**config.mk**
```make
export PLATFORM = sky130hd
export DESIGN_NAME = key_sched_ctrl
export DESIGN_NICKNAME = d
export VERILOG_FILES = /design/src/rtl/key_sched_ctrl.sv
export SDC_FILE = /design/constraint.sdc
export NUM_CORES = 2
export LEC_CHECK = 0
export CAP_MARGIN = 20
export CORE_ASPECT_RATIO = 1.1
export CORE_MARGIN = 4
export CORE_UTILIZATION = 30
export CTS_CLUSTER_DIAMETER = 30
export DETAILED_ROUTE_END_ITERATION = 10
export PLACE_DENSITY_LB_ADDON = 0.05
export SETUP_SLACK_MARGIN = 0.2
export SYNTH_ARGS = -nofsm -noshare
export SYNTH_HDL_FRONTEND = slang
export SYNTH_SLANG_ARGS = --single-unit
```
**constraint.sdc**
```tcl
create_clock -name i_Clk -period 16.98 [get_ports i_Clk]
set_input_delay 2.547 -clock i_Clk [delete_from_list [all_inputs] [get_ports i_Clk]]
set_output_delay 2.547 -clock i_Clk [all_outputs]
set_load 0.02 [all_outputs]
```
**src/rtl/key_sched_ctrl.sv**
```systemverilog
// key_sched_ctrl
// Sequencer for the AES-128 round-key datapath: one key-expansion stage plus one
// 128-bit key register. It serves round keys RK0..RK10 (encrypt) or RK10..RK0
// (decrypt) over a valid/ready handshake. Decrypt first walks the schedule
// forward to RK10 (PRE), then steps back with the inverse expansion.
// Optional feature macro: KEY_CACHE_EN. When defined, the last decrypt start key
// and its RK10 are remembered so a repeated decrypt start can skip PRE.
module key_sched_ctrl #(
  parameter int NRND  = 10,
  parameter int RND_W = 4
) (
  input  logic              i_Clk,
  input  logic              i_Rst,
  input  logic              i_Start,
  input  logic              i_fDec,
  input  logic [127:0]      i_Key,
  input  logic              i_KeyRdy,
  output logic              o_KeyVld,
  output logic [127:0]      o_RndKey,
  output logic [RND_W-1:0]  o_Rnd,
  output logic              o_Busy,
  output logic              o_Done
);

  localparam logic [RND_W-1:0] LP_LAST    = RND_W'(NRND);
  localparam logic [RND_W-1:0] LP_PRE_END = RND_W'(NRND - 1);
  localparam logic [RND_W-1:0] LP_ONE     = RND_W'(1);

  typedef enum logic [1:0] {ST_IDLE, ST_PRE, ST_ISSUE} state_t;

  state_t             r_State;
  state_t             w_NextState;
  logic [127:0]       r_KeyReg;
  logic [RND_W-1:0]   r_Cnt;
  logic [RND_W-1:0]   r_Rnd;
  logic               r_Dec;
  logic               r_Done;

  logic               w_Xfer;
  logic               w_Last;
  logic               w_Step;
  logic               w_Finish;
  logic               w_PreDone;
  logic               w_Hit;
  logic [127:0]       w_StartKey;
  logic [RND_W-1:0]   w_ExpRnd;
  logic               w_ExpDec;
  logic [127:0]       w_ExpKey;

  // GF(2^8) multiply modulo x^8+x^4+x^3+x+1
  function automatic logic [7:0] gfMul(input logic [7:0] a, input logic [7:0] b);
    logic [7:0] p;
    logic [7:0] aa;
    p  = 8'h00;
    aa = a;
    for (int i = 0; i < 8; i++) begin
      if (b[i]) p = p ^ aa;
      aa = {aa[6:0], 1'b0} ^ (aa[7] ? 8'h1b : 8'h00);
    end
    return p;
  endfunction

  // AES S-box: multiplicative inverse (x^254, with 0 -> 0) followed by the affine map
  function automatic logic [7:0] sBox(input logic [7:0] x);
    logic [7:0] sq;
    logic [7:0] inv;
    sq  = x;
    inv = 8'h01;
    for (int i = 1; i < 8; i++) begin
      sq  = gfMul(sq, sq);
      inv = gfMul(inv, sq);
    end
    return inv ^ {inv[6:0], inv[7]} ^ {inv[5:0], inv[7:6]} ^
           {inv[4:0], inv[7:5]} ^ {inv[3:0], inv[7:4]} ^ 8'h63;
  endfunction

  // Round constant for step index 0..9; anything else maps to zero
  function automatic logic [7:0] rCon(input logic [RND_W-1:0] r);
    case (r)
      RND_W'(0): return 8'h01;
      RND_W'(1): return 8'h02;
      RND_W'(2): return 8'h04;
      RND_W'(3): return 8'h08;
      RND_W'(4): return 8'h10;
      RND_W'(5): return 8'h20;
      RND_W'(6): return 8'h40;
      RND_W'(7): return 8'h80;
      RND_W'(8): return 8'h1b;
      RND_W'(9): return 8'h36;
      default:   return 8'h00;
    endcase
  endfunction

  assign w_Xfer    = (r_State == ST_ISSUE) && i_KeyRdy;
  assign w_Last    = r_Dec ? (r_Rnd == '0) : (r_Rnd == LP_LAST);
  assign w_Step    = w_Xfer && !w_Last;
  assign w_Finish  = w_Xfer && w_Last;
  assign w_PreDone = (r_State == ST_PRE) && (r_Cnt == LP_PRE_END);

`ifdef KEY_CACHE_EN
  logic [127:0] r_CacheKey;
  logic [127:0] r_CacheLast;
  logic         r_CacheVld;

  assign w_Hit      = r_CacheVld && (i_Key == r_CacheKey);
  assign w_StartKey = (i_fDec && w_Hit) ? r_CacheLast : i_Key;

  // Cache bookkeeping: invalidate on a decrypt miss, fill when its pre-pass reaches RK10
  always_ff @(posedge i_Clk or posedge i_Rst) begin
    if (i_Rst) begin
      r_CacheKey  <= '0;
      r_CacheLast <= '0;
      r_CacheVld  <= 1'b0;
    end else begin
      if ((r_State == ST_IDLE) && i_Start && i_fDec && !w_Hit) begin
        r_CacheVld <= 1'b0;
        r_CacheKey <= i_Key;
      end else if (w_PreDone) begin
        r_CacheLast <= w_ExpKey;
        r_CacheVld  <= 1'b1;
      end
    end
  end
`else
  assign w_Hit      = 1'b0;
  assign w_StartKey = i_Key;
`endif

  // Operand select for the shared expansion stage; the index stays at zero whenever no step is taken
  always_comb begin
    w_ExpRnd = '0;
    w_ExpDec = 1'b0;
    if (r_State == ST_PRE) begin
      w_ExpRnd = r_Cnt;
    end else if ((r_State == ST_ISSUE) && !w_Last) begin
      if (r_Dec) begin
        w_ExpRnd = r_Rnd - LP_ONE;
        w_ExpDec = 1'b1;
      end else begin
        w_ExpRnd = r_Rnd;
      end
    end
  end

  // Single expansion stage, forward or inverse; both directions share one SubWord of the word that becomes w3
  always_comb begin
    logic [31:0] k0, k1, k2, k3;
    logic [31:0] sw, t;
    logic [31:0] n0, n1, n2, n3;
    k0 = r_KeyReg[127:96];
    k1 = r_KeyReg[95:64];
    k2 = r_KeyReg[63:32];
    k3 = r_KeyReg[31:0];
    sw = w_ExpDec ? (k3 ^ k2) : k3;
    t  = {sBox(sw[23:16]), sBox(sw[15:8]), sBox(sw[7:0]), sBox(sw[31:24])} ^
         {rCon(w_ExpRnd), 24'h000000};
    if (w_ExpDec) begin
      n3 = k3 ^ k2;
      n2 = k2 ^ k1;
      n1 = k1 ^ k0;
      n0 = k0 ^ t;
    end else begin
      n0 = k0 ^ t;
      n1 = k1 ^ n0;
      n2 = k2 ^ n1;
      n3 = k3 ^ n2;
    end
    w_ExpKey = {n0, n1, n2, n3};
  end

  // State register
  always_ff @(posedge i_Clk or posedge i_Rst) begin
    if (i_Rst) r_State <= ST_IDLE;
    else       r_State <= w_NextState;
  end

  // Next-state logic
  always_comb begin
    w_NextState = r_State;
    case (r_State)
      ST_IDLE:  if (i_Start) w_NextState = (i_fDec && !w_Hit) ? ST_PRE : ST_ISSUE;
      ST_PRE:   if (w_PreDone) w_NextState = ST_ISSUE;
      ST_ISSUE: if (w_Finish) w_NextState = ST_IDLE;
      default:  w_NextState = ST_IDLE;
    endcase
  end

  // Datapath: key register, pre-pass counter, round index and done pulse
  always_ff @(posedge i_Clk or posedge i_Rst) begin
    if (i_Rst) begin
      r_KeyReg <= '0;
      r_Cnt    <= '0;
      r_Rnd    <= '0;
      r_Dec    <= 1'b0;
      r_Done   <= 1'b0;
    end else begin
      r_Done <= w_Finish;
      case (r_State)
        ST_IDLE: begin
          if (i_Start) begin
            r_KeyReg <= w_StartKey;
            r_Cnt    <= '0;
            r_Dec    <= i_fDec;
            r_Rnd    <= i_fDec ? LP_LAST : '0;
          end
        end
        ST_PRE: begin
          r_KeyReg <= w_ExpKey;
          r_Cnt    <= r_Cnt + LP_ONE;
        end
        ST_ISSUE: begin
          if (w_Step) begin
            r_KeyReg <= w_ExpKey;
            r_Rnd    <= r_Dec ? (r_Rnd - LP_ONE) : (r_Rnd + LP_ONE);
          end
        end
        default: ;
      endcase
    end
  end

  // Outputs come from registered state only, so valid never follows ready combinationally
  always_comb begin
    o_KeyVld = (r_State == ST_ISSUE);
    o_Busy   = (r_State != ST_IDLE);
    o_RndKey = (r_State == ST_ISSUE) ? r_KeyReg : '0;
    o_Rnd    = (r_State == ST_ISSUE) ? r_Rnd : '0;
    o_Done   = r_Done;
  end

endmodule

```
==> impl_results.md <==
* Status: finished clean
* Layout cells sized above 1 at 19.2%
* Gate Count Post-Synth at 9385
* CTS tree: yes
* # Max-Cap Violations at 0
* Area delta synth->final at 24.3%
* I/O Buffers at 267
* Crit path max fanout at 7
* Row cnt at 184
* Gr usage total at 23.8%
* Hold_buf cts at 0
* Worst path required time at 17400 ps
* CTS Buf Count at 17
* Worst min path class: reg -> reg
* Crit path arrival time at 16650 ps
* Starting DRC count in detailed routing at 5139
* DR DRC count at 0
* FF-to-FF setup slack at 750 ps
* Hold slack at 581 ps
* Ys flop type: dfrtp_1
* Hpwl dp at 229000 um
* Fin cells at 13.1k
* Pre-antenna DRT Iters at 6
* Core Area at 229000 um2
* Critical path endpoint: r_KeyReg[92]$_DFFE_PP0P_
* Synth cell types at 127
* Slew @ Worst Pin at 1110 ps
* Gp weighted congestion at 0.896
* Setup crit end kind: flop
* Syn_nets at 9548
* Vias in the first global route at 68.4k
* Fin crit period at 16230 ps
* Per-cell routed wire length at 22.7 um
* Clk buf depth at 2
* Final Hold Fails at 0
* Clock latency on the worst-skew pair at 520 ps
* Fin. max-slew vios at 0
* Skew final at 21.6 ps
* Nets at 10.2k
* Fmax at 61.6 MHz
* First-pass GRT wire length at 446000 um
* Final WL at 298000 um
* Top-level I/O count at 268
* Starting density of the core at 30.2%
* Die Span Y at 511 um
* Synth area leader: xnor2_1
* Root Driver: clkbuf_16
* Mapped Area at 69000 um2
* Vias/cell at 5.36
* ANT nets after route at 0
* Reg-to-Reg Start: r_Rnd[0]$_DFFE_PP0P_
* Die X at 465 um
* Setup Viol. Count Final at 0
* Worst slew margin at 25.7%
* Crit path kind: reg -> reg
* Placed cell count at 12.8k
* Initial antenna violation count at 14
* Via count at 70.5k
* Synth async-reset ratio at 100%
* Largest net degree at the start of global routing at 85
* Die ar. at 238000 um2
* Hold Startpoint: r_KeyReg[127]$_DFFE_PP0P_
* Crit share post-route at 95.6%
* Sequential fraction of the synthesis area at 5.08%
* RSZ-0062 raised after global routing: true
* Slowest CP cell: xnor3_2
* WHS Path Cells at 2
* # clock sinks at 140
* Total grt overflow at 0
* Seq cells post-synth at 140
* Share of the synthesized area in the top cell type at 21.1%
* Fillers at 24.0k
* Setup TNS at 0 ps
* Worst flop-to-flop path endpoint: r_KeyReg[92]$_DFFE_PP0P_
* Reg clk slew, reported paths at 90 ps
* CP startpoint kind: flop
* Worst-case reg-to-reg path depth at 64
* Post-synth EDFFs at 0
* Crit path from: r_Rnd[0]$_DFFE_PP0P_
* CP peak stage delay at 540 ps
* Syn_area_per_cell at 7.35 um2
* Largest cells by area after synthesis: xnor2_1, xnor3_1, nor2_1
* Htree depth at 4
* Warnings, synthesis at 0
==> critical path, delay by kind of cell, from the launching register on <==
kind | cells | cell delay, ps
buf+inv | 9 | 1340
flops | 1 | 390
mux | 1 | 380
simple gates | 10 | 2370
fa+ha+maj | 2 | 440
xor+xnor | 28 | 8260
compound gates | 14 | 2920
==> through the flow <==
step	cell area, um2	utilization [%]	setup WS (ps)
floorplan	69300	-	150
global placement	79400	34.7	-1130
detailed placement	79400	34.8	-1080
CTS	81600	35.7	205
global route	85800	37.5	33.4
finish	85800	37.5	749
==> final cells by class <==
| cell class | instances | area (um2) | share of cell area (%) |
|---|---|---|---|
| multi-input combinational | 8364 | 65800 | 76.8 |
| timing repair buffer | 1344 | 11200 | 13.1 |
| tap | 3069 | 3840 | 4.48 |
| sequential | 140 | 3500 | 4.09 |
| inverter | 187 | 713 | 0.832 |
| clock buffer | 19 | 443 | 0.516 |
| clock inverter | 13 | 156 | 0.182 |
| antenna | 13 | 32.5 | 0.0379 |
==> kinds of logic after synthesis <==
family                     synth area share (%)
and+or+nand+nor                            21.0
muxes                                      3.92
buffers and inverters                      5.29
AOI/OAI and AO/OA                          21.0
adders and majority gates                 0.544
DFF                                        5.08
xor gates and xnor gates                   43.2
==> how the worst min path moves through the flow <==
stage | slack [ps] | endpoint
final | 580 | r_KeyReg[127]$_DFFE_PP0P_
after global routing | 610 | r_State[1]$_DFFE_PP0P_
after CTS | 580 | r_Cnt[1]$_DFFE_PP0P_
after detailed placement | 560 | r_KeyReg[127]$_DFFE_PP0P_
after global placement | 550 | r_KeyReg[127]$_DFFE_PP0P_
after floorplan | 490 | r_KeyReg[112]$_DFFE_PP0P_
==> routing by layer <==
| layer | wire [um] | up-vias | global-route usage, % |
|---|---|---|---|
| li1 | - | 34000 | - |
| met1 | 130000 | 34600 | 30.8 |
| met2 | 146000 | 1585 | 41.6 |
| met3 | 9550 | 283 | 1.58 |
| met4 | 11600 | 2 | 8.46 |
| met5 | 16 | - | 0 |
==> registers in the layout, summed over array words and instances, names as in the netlist <==
| name | flops |
|---|---|
| r_State | 2 |
| r_Dec | 1 |
| r_Cnt | 4 |
| o_Done | 1 |
| r_Rnd | 4 |
| r_KeyReg | 128 |
==> repair_timing <==
item                       CTS  global route
pin swaps                   55           200
hold endpoints to repair     0             0
buffers inserted            69           205
setup endpoints to repair   98           128
gates resized for setup    156           423
gates cloned                 2             1
==> Yosys cell counts, drive strengths merged (52+ instances only) <==
master  instances
a21oi         531
o31ai          65
and2          186
dfrtp         140
xnor3         333
o211ai         83
nand4          72
nor2         1235
xor2          530
nor3          223
clkbuf        472
nor2b          52
a211oi         99
inv           175
nand2         866
and3           53
o21ai         542
buf           224
nand3         230
o22ai         117
mux2i         215
xnor2        1760
or3            58
a31oi         130
nand2b         60
a22oi          76
==> layout by cell type, fill, tap and decap left out, types with 43 or more instances in the layout <==
master and n:
xnor2_4 66, xnor3_1 231, nor3_1 205, dfrtp_1 139
xnor2_2 249, nand2_1 858, xnor2_1 1447, mux2i_1 208
xnor3_2 101, a22oi_1 71, o21ai_1 49, or3_1 55
a21oi_1 509, and2_1 181, clkdlybuf4s50_1 267, o22ai_1 115
o31ai_1 56, xor2_2 65, and3_1 49, nand4_1 71
inv_1 165, xor2_1 444, o21a_1 49, o211ai_1 81
nand3_1 225, a21o_1 43, o221ai_1 45, nor2b_1 52
nand2b_1 60, a31oi_1 116, o21ai_0 487, a211oi_1 89
buf_4 1020, nor2_1 1209
Power is not shown: default switching activity piles up to over one toggle a cycle in this logic, so the estimate is an artifact.
